<file path="config.mk">
export PLATFORM = sky130hd
export DESIGN_NAME = reduction_tree_ctrl
export DESIGN_NICKNAME = d
export VERILOG_FILES = /design/src/rtl/reduction_tree_ctrl.sv
export SDC_FILE = /design/constraint.sdc
export NUM_CORES = 1
export LEC_CHECK = 0
export ABC_CLOCK_PERIOD_IN_PS = 5950
export CORE_MARGIN = 4
export CORE_UTILIZATION = 49
export CTS_CLUSTER_SIZE = 20
export DETAILED_ROUTE_END_ITERATION = 7
export GPL_ROUTABILITY_DRIVEN = 0
export PLACE_DENSITY = 0.7
export SYNTH_ARGS = -nofsm -noshare
export SYNTH_HDL_FRONTEND = slang
export SYNTH_SLANG_ARGS = --single-unit
</file>
<file path="constraint.sdc">
create_clock -name clk -period 5.95 [get_ports clk]
set_input_delay 0.595 -clock clk [delete_from_list [all_inputs] [get_ports clk]]
set_output_delay 0.595 -clock clk [all_outputs]
set_load 0.05 [all_outputs]
</file>
<file path="src/rtl/reduction_tree_ctrl.sv">
// Sequencer for the 64-pair FP32 reduction tree: credit-based frame admission, latency tracking, result FIFO.
// Optional performance counters are enabled with the REDUCTION_TREE_CTRL_PERF_EN macro.
module reduction_tree_ctrl #(
  parameter int TREE_LAT   = 21,
  parameter int FIFO_DEPTH = 8,
  parameter int FRAME_W    = 16
) (
  input  logic               clk,
  input  logic               rst,
  input  logic               start,
  input  logic [FRAME_W-1:0] num_frames,
  output logic               busy,
  output logic               done,
  input  logic               in_valid,
  output logic               in_ready,
  output logic               tree_issue,
  input  logic [31:0]        tree_result,
  output logic               res_valid,
  output logic [31:0]        res_data,
  output logic [FRAME_W-1:0] res_tag,
  input  logic               res_ready
`ifdef REDUCTION_TREE_CTRL_PERF_EN
  ,
  output logic [31:0]        perf_stall_cycles,
  output logic [31:0]        perf_bp_cycles,
  output logic [31:0]        perf_job_cycles
`endif
);

  localparam int INF_W = $clog2(TREE_LAT + 1);
  localparam int PTR_W = (FIFO_DEPTH > 1) ? $clog2(FIFO_DEPTH) : 1;
  localparam int CNT_W = PTR_W + 1;
  localparam int CRD_W = ((INF_W > CNT_W) ? INF_W : CNT_W) + 1;

  typedef enum logic [1:0] {IDLE, RUN, DRAIN, DONE} state_t;

  state_t             state, state_nxt;
  logic [FRAME_W-1:0] frames_total, issued;
  logic [TREE_LAT-1:0] pipe_v;
  logic [FRAME_W-1:0] pipe_tag [TREE_LAT];
  logic [INF_W-1:0]   inflight;
  logic [31:0]        fifo_data [FIFO_DEPTH];
  logic [FRAME_W-1:0] fifo_tag  [FIFO_DEPTH];
  logic [PTR_W-1:0]   wr_ptr, rd_ptr;
  logic [CNT_W-1:0]   fifo_cnt;
  logic               start_acc, retire, pop, credit_ok;

  // Every frame in the tree already owns a FIFO slot, so a retiring result always has room.
  assign credit_ok = (CRD_W'(inflight) + CRD_W'(fifo_cnt)) < CRD_W'(FIFO_DEPTH);
  assign retire    = pipe_v[TREE_LAT-1];
  assign pop       = res_valid & res_ready;

  always_comb begin
    state_nxt  = state;
    start_acc  = 1'b0;
    busy       = (state == RUN) || (state == DRAIN);
    done       = (state == DONE);
    in_ready   = (state == RUN) && (issued < frames_total) && credit_ok;
    tree_issue = in_valid & in_ready;
    res_valid  = (fifo_cnt != '0);
    res_data   = res_valid ? fifo_data[rd_ptr] : '0;
    res_tag    = res_valid ? fifo_tag[rd_ptr] : '0;
    case (state)
      IDLE: begin
        if (start) begin
          start_acc = 1'b1;
          state_nxt = (num_frames == '0) ? DONE : RUN;
        end
      end
      RUN:     if (issued == frames_total) state_nxt = DRAIN;
      DRAIN:   if (inflight == '0 && fifo_cnt == '0) state_nxt = DONE;
      DONE:    state_nxt = IDLE;
      default: state_nxt = IDLE;
    endcase
  end

  always_ff @(posedge clk) begin
    if (rst) begin
      state        <= IDLE;
      frames_total <= '0;
      issued       <= '0;
      pipe_v       <= '0;
      for (int i = 0; i < TREE_LAT; i++) pipe_tag[i] <= '0;
      inflight     <= '0;
      wr_ptr       <= '0;
      rd_ptr       <= '0;
      fifo_cnt     <= '0;
    end else begin
      state <= state_nxt;
      if (start_acc) begin
        frames_total <= num_frames;
        issued       <= '0;
      end else if (tree_issue) begin
        issued <= issued + 1'b1;
      end
      pipe_v[0]   <= tree_issue;
      pipe_tag[0] <= issued;
      for (int i = 1; i < TREE_LAT; i++) begin
        pipe_v[i]   <= pipe_v[i-1];
        pipe_tag[i] <= pipe_tag[i-1];
      end
      if (tree_issue && !retire)      inflight <= inflight + 1'b1;
      else if (!tree_issue && retire) inflight <= inflight - 1'b1;
      if (retire) wr_ptr <= wr_ptr + 1'b1;
      if (pop)    rd_ptr <= rd_ptr + 1'b1;
      if (retire && !pop)      fifo_cnt <= fifo_cnt + 1'b1;
      else if (!retire && pop) fifo_cnt <= fifo_cnt - 1'b1;
    end
  end

  // Storage is left unreset; validity is carried entirely by fifo_cnt.
  always_ff @(posedge clk) begin
    if (retire) begin
      fifo_data[wr_ptr] <= tree_result;
      fifo_tag[wr_ptr]  <= pipe_tag[TREE_LAT-1];
    end
  end

`ifdef REDUCTION_TREE_CTRL_PERF_EN
  always_ff @(posedge clk) begin
    if (rst || start_acc) begin
      perf_stall_cycles <= '0;
      perf_bp_cycles    <= '0;
      perf_job_cycles   <= '0;
    end else begin
      if (state == RUN && in_valid && !in_ready && perf_stall_cycles != '1)
        perf_stall_cycles <= perf_stall_cycles + 1'b1;
      if (res_valid && !res_ready && perf_bp_cycles != '1)
        perf_bp_cycles <= perf_bp_cycles + 1'b1;
      if (state != IDLE && perf_job_cycles != '1)
        perf_job_cycles <= perf_job_cycles + 1'b1;
    end
  end
`endif

endmodule
</file>
==> results of run 1 <==
[routing by layer]
layer / GRT usage / part of all wire
met1: 0.2087 / 0.44
met2: 0.2565 / 0.49
met3: 0.03478 / 0.046
met4: 0.04203 / 0.019
met5: 0 / 0
[layout make-up]
class                      count  area [sq um]
multi-input combinational    835          7124
sequential                   793         19730
clock buffer                 116          2331
timing repair buffer         121          1201
fill                        4205         23430
tap                          748         935.9
inverter                      23         86.33
clock inverter                24         255.2
[power groups by stage]
stage	combinational [uW]	sequential (uW)	clock, uW
2_1_floorplan	451	5880	0
3_3_place_gp	611	5880	0
3_5_place_dp	629	5880	0
4_1_cts	633	5770	4960
5_1_grt	697	5770	5200
6_report	629	5770	4840
[path summary, 6_finish.rpt]
path / start / endpoint / slack (ns) / depth (start not counted)
worst max register to register: frames_total[15] / inflight[4] / 2.05 / 13
worst min-delay path: pipe_tag[1][50] / pipe_tag[1][66] / 0.41 / 1
worst min register to register: pipe_tag[1][50] / pipe_tag[1][66] / 0.41 / 1
worst max-delay path: frames_total[15] / tree_issue / 1.76 / 6
[synth_stat cells (all sizes together)]
| cell | number |
|---|---|
| nor2b | 356 |
| a2111oi | 1 |
| xor2 | 5 |
| inv | 23 |
| nand2b | 5 |
| or3 | 15 |
| mux4 | 96 |
| o211ai | 1 |
| a22o | 1 |
| nand3 | 12 |
| nand4 | 14 |
| edfxtp | 384 |
| o31ai | 3 |
| a21o | 4 |
| nand2 | 64 |
| nor4 | 17 |
| a22oi | 1 |
| clkbuf | 66 |
| nor4b | 3 |
| fa | 2 |
| and4 | 2 |
| nor2 | 73 |
| o41ai | 1 |
| xnor2 | 5 |
| mux2i | 66 |
| a21oi | 31 |
| o21ai | 4 |
| a211oi | 2 |
| and4b | 1 |
| or4 | 1 |
| buf | 21 |
| and2 | 4 |
| nor3 | 7 |
| dfxtp | 409 |
| and3 | 3 |
| ha | 34 |
| a2111o | 1 |
[state kept, by name, indices dropped and copies added, names as in the netlist, named ones only]
name,cells
fifo_tag,128
frames_total,16
inflight,5
rd_ptr,3
pipe_v,21
fifo_data,256
issued,16
state,2
fifo_cnt,4
pipe_tag,336
wr_ptr,3
[cell families (layout without fill, tap and decap cells)]
logic type	after synthesis	count (layout)	share of synthesized area
flip-flops	793	793	0.7238
AND/OR/NAND/NOR	577	577	0.1234
multiplexers	162	162	0.1036
buffers and inverters	110	284	0.01704
AO/OA/AOI/OAI	50	50	0.01185
adder cells (fa/ha/maj)	36	36	0.01708
XOR/XNOR	10	10	0.003215
[metrics by stage]
stage	utilization	setup WS, ns
floorplan	-	1.615
global placement	0.5278	2.247
detailed placement	0.5278	2.086
CTS	0.5747	1.750
global route	0.5747	1.555
finish	0.5747	1.765
[worst max-delay path, cell delays in order (launching register included)]
cell and delay, ns:
dfxtp_1 0.34, inv_1 0.05, ha_1 0.35, nand4_2 0.22
a2111oi_4 1.02, nor3_1 0.22, clkdlybuf4s50_1 0.80
==> metrics.csv, run 1 <==
metric,value,unit
outcome,finished clean,
placed_area,29080,sq um
tns,0,ns
grt_overflow,0,
avgViaCountPerCell,5.045,
start_util,0.4945,
detail_route.wirelength,45700,um
p_sw,2376,uW
grt_max_degree,256,
crit_required,5.36,ns
report.final.hold_viol_count,0,
rows,86,
ys_seq_area_frac,0.7238,
power_frac_comb,0.056,
cts-resized-gates,0,
setup_viol,0,
fin_crit_sh,0.7034,
syn_area,27240,sq um
p_leak,0.01063,uW
maxCapViolations,0,
cts_setup_buffers,0,
worst_pin_slew,1.110,ns
ir_drop,307.1,uV
cp-start-kind,flip-flop,
area_growth_syn_to_layout,16.22,%
sw_frac_of_total,0.2115,
hp-class,flip-flop to flip-flop,
antenna_cells,0,
cts.sinks,793,
slew_violations,0,
pwr-share-seq,0.513,
wl_per_cell,17.18,um
yosys-top-cells-area,"edfxtp_1 42%, dfxtp_1 30%, nor2b_1 8.2%, mux4_2 7.9%, mux2i_1 2.4%",
holdWs,0.4065,ns
grt_pass1_vias,13520,
final_cells,2660,
finClkSkew,0.02779,ns
root_buffer,clkbuf_16,
fin_crit,4.185,ns
first_iter_violations,777,
rsz0062_at_grt,no,
grtUsageTotal,0.1549,
netlist_instances,1738,
io_pins,106,
synth.distinct_cells,48,
cts-buffers-inserted,77,
dieArea,59440,sq um
drtPass1Iterations,4,
dp_hpwl,24450,um
layout_commonest_cell,dfxtp_1,
core,55090,sq um
p_clk_frac,0.431,
final_cell_area,31660,sq um
grt_pass1_wl,73670,um
path_max_fanout,17,
clockBufferDepth,3,
drive_gt1_frac,0.1355,
die_x,243.8,um
synth_warnings,0,
finalPower,11240,uW
synth_top_area_frac,0.4233,
max-slew-margin-rel,0.2570,
avgSynthCellArea,15.68,sq um
worstSkewPairLatency,0.60,ns
synth-seq-cells,793,
ant_nets,0,
synth.largest_area_cell,edfxtp_1,
final_nets,1940,
power_density,354.9,nW/um^2
num_vias,13420,
die_h,243.8,um
portBuffers,105,
most-common-layout-cells,"406 x dfxtp_1, 384 x edfxtp_1, 356 x nor2b_1, 104 x clkdlybuf4s50_1, 96 x mux4_2",
dp.cells,2520,
synth_fp_nets,1827,
drc,0,
cts_hold_buf,0,
cp_data_arrival_time,3.59,ns
cts_tree,done,
path_clk_slew,0.06,ns
htreeDepth,3,
path_class,flip-flop to primary output,
antenna_found_initial,0,
endpoint_kind,primary output,
clock.fmax,238.9,MHz
internal_power,8861,uW
(Power assumes the default switching activity.)
==> inputs of run 2 (changes only) <==
Settings changed: ABC_CLOCK_PERIOD_IN_PS 5950 to 3450, PLACE_DENSITY 0.7 to 0.73.
Clock period 5.95 ns to 3.45 ns, I/O delays scaled along.
==> metrics.csv, run 2 (synthesis gave the netlist of run 1 again) <==
metric,value,unit,change
outcome,finished clean,,unchanged
top_register,pipe_tag,,unchanged
wl_per_cell,17.39,um,was 17.18 um
slew_violations,0,,unchanged
placed_area,29310,sq um,"was 29,080 sq um"
core,55090,sq um,unchanged
start_util,0.4945,,unchanged
fin_crit,3.302,ns,
cp_data_arrival_time,2.96,ns,was 3.59 ns
multi_input_area,7163,sq um,was 7124 sq um
grt_overflow,0,,unchanged
worst_pin_slew,0.9011,ns,was 1.110 ns
max-slew-margin-rel,0.3993,,was 0.2570
maxCapViolations,0,,unchanged
cts_tree,done,,unchanged
grtUsageTotal,0.1577,,was 0.1549
path_clk_slew,0.06,ns,about the same
fin_crit_sh,0.9570,,
die_h,243.8,um,unchanged
crit_buf_inv,2,,unchanged
detail_route.wirelength,46460,um,"was 45,700 um"
endpoint_kind,primary output,,unchanged
num_vias,13580,,"was 13,420"
rsz0062_at_grt,yes,,was no
area_growth_syn_to_layout,16.90,%,was 16.22%
ant_nets,0,,unchanged
first_iter_violations,877,,was 777
clock.fmax,302.9,MHz,
antenna_found_initial,1,,was 0
setup_viol,0,,unchanged
portBuffers,105,,unchanged
path_max_fanout,37,,was 17
path_class,flip-flop to primary output,,unchanged
grt_max_degree,161,,was 256
holdWs,0.3019,ns,was 0.4065 ns
final_cell_area,31850,sq um,"was 31,660 sq um"
post-route-util,0.5781,,was 0.5747
seqCellArea,19730,sq um,unchanged
report.final.hold_viol_count,0,,unchanged
largest_register_ffs,336,,unchanged
dp_hpwl,25410,um,"was 24,450 um"
avgViaCountPerCell,5.085,,was 5.045
final_cells,2671,,"was 2,660"
antenna_cells,0,,unchanged
p_leak,0.01131,uW,was 0.01063 uW
power_density,600.1,nW/um^2,was 354.9 nW/um^2
root_buffer,clkbuf_16,,unchanged
cts.sinks,793,,unchanged
most-common-layout-cells,"406 x dfxtp_1, 384 x edfxtp_1, 356 x nor2b_1, 96 x mux4_2, 77 x clkbuf_16",,"was 406 x dfxtp_1, 384 x edfxtp_1, 356 x nor2b_1, 104 x clkdlybuf4s50_1, 96 x mux4_2"
io_pins,106,,unchanged
drc,0,,unchanged
worstSkewPairLatency,0.60,ns,about the same
final_nets,1953,,"was 1,940"
drtPass1Iterations,5,,was 4
cts-buffers-inserted,75,,was 77
finClkSkew,0.01949,ns,was 0.02779 ns
grt_pass1_wl,75090,um,"was 73,670 um"
crit_required,3.11,ns,was 5.36 ns
slowest_stage,clkdlybuf4s50_1,,was a2111oi_4
nFillCells,4202,,"was 4,205"
cp-start-kind,flip-flop,,unchanged
grt_pass1_vias,13970,,"was 13,520"
hp-class,primary input to flip-flop,,was flip-flop to flip-flop
ir_drop,497.6,uV,was 307.1 uV
rows,86,,unchanged
htreeDepth,3,,unchanged
layout_commonest_cell,dfxtp_1,,unchanged
critPathTopFamily,buffers and inverters,,was compound AO/OA/AOI/OAI gates
dieArea,59440,sq um,unchanged
drive_gt1_frac,0.1487,,was 0.1355
max_stage_delay,0.73,ns,was 1.02 ns
crit_chain,buf_12 -> mux4_2 -> mux2i_1 -> nor2_1 -> clkdlybuf4s50_1,,was inv_1 -> ha_1 -> nand4_2 -> a2111oi_4 -> nor3_1 -> clkdlybuf4s50_1
die_x,243.8,um,unchanged
largestRegisters,"pipe_tag: 336 flops, fifo_data: 256 flops, fifo_tag: 128 flops",,unchanged
dp.cells,2534,,"was 2,520"
clockBufferDepth,3,,unchanged
[run 2: changes by cell type in the layout (fill, tap and decap cells not counted), moves of 5 or more]
cell / delta
clkdlybuf4s50_1: -30
dlymetal6s2s_1: +26
clkbuf_1: -11
buf_4: +9
clkinv_2: +9
buf_12: +8
clkbuf_16: -5
clkbuf_8: -5
clkinvlp_4: +5
[run 2: worst reg2reg max path, delay by kind of cell, from the launching register on]
kind	cells	cell delay, ns
buf+inv	1	0.09
fa+ha+maj	3	0.86
flops	1	0.40
compound gates	3	0.47
xor+xnor	1	0.08
simple gates	5	1.26
[run 2: metrics by stage]
stage,TNS [ns],power [uW],setup WS (ns)
2_1_floorplan,0,10930,0.004728
3_3_place_gp,0,11240,0.09674
3_5_place_dp,0,11270,0.06094
4_1_cts,0,19290,0.01021
5_1_grt,-0.03276,19830,-0.03276
6_report,0,19110,0.1485
[run 2: layout make-up]
type,count,area share
Tap cell,748,0.02939
Clock buffer,95,0.06581
Multi-Input combinational cell,835,0.2249
Clock inverter,41,0.01147
Sequential cell,793,0.6195
Inverter,23,0.002711
Timing Repair Buffer,136,0.04624
[run 2: power breakdown]
part / switching [uW] / leakage (uW) / internal, uW / total, uW
Combinational: 701 / 0.00330 / 432 / 1130
Clock: 3390 / 0.00121 / 4640 / 8030
Sequential: 52.5 / 0.00679 / 9890 / 9950
[run 2: worst paths after layout]
check / startpoint / endpoint / slack, ns / depth (start not counted)
hold reg to reg: pipe_tag[1][63] / pipe_tag[1][79] / 0.43 / 1
setup / recovery: flip-flop / res_data[14] / 0.15 / 5
setup reg to reg: fifo_cnt[3] / inflight[4] / 0.22 / 13
hold / removal: rst / pipe_tag[1][54] / 0.30 / 2
[run 2: repair_timing]
item,in CTS,in global routing
hold buffers,0,0
buffers inserted,0,1
endpoints found under the setup margin,2,29
resized for setup,2,28
pin swaps,0,1
[run 2: routing by layer]
layer,track usage,vias up,wire length [um],share of wire
met4,0.04338,2,908,0.020
met5,0,-,12,0.00026
met1,0.2109,6760,20040,0.43
met3,0.03247,81,2317,0.050
met2,0.2649,329,23180,0.50
li1,-,6411,-,-
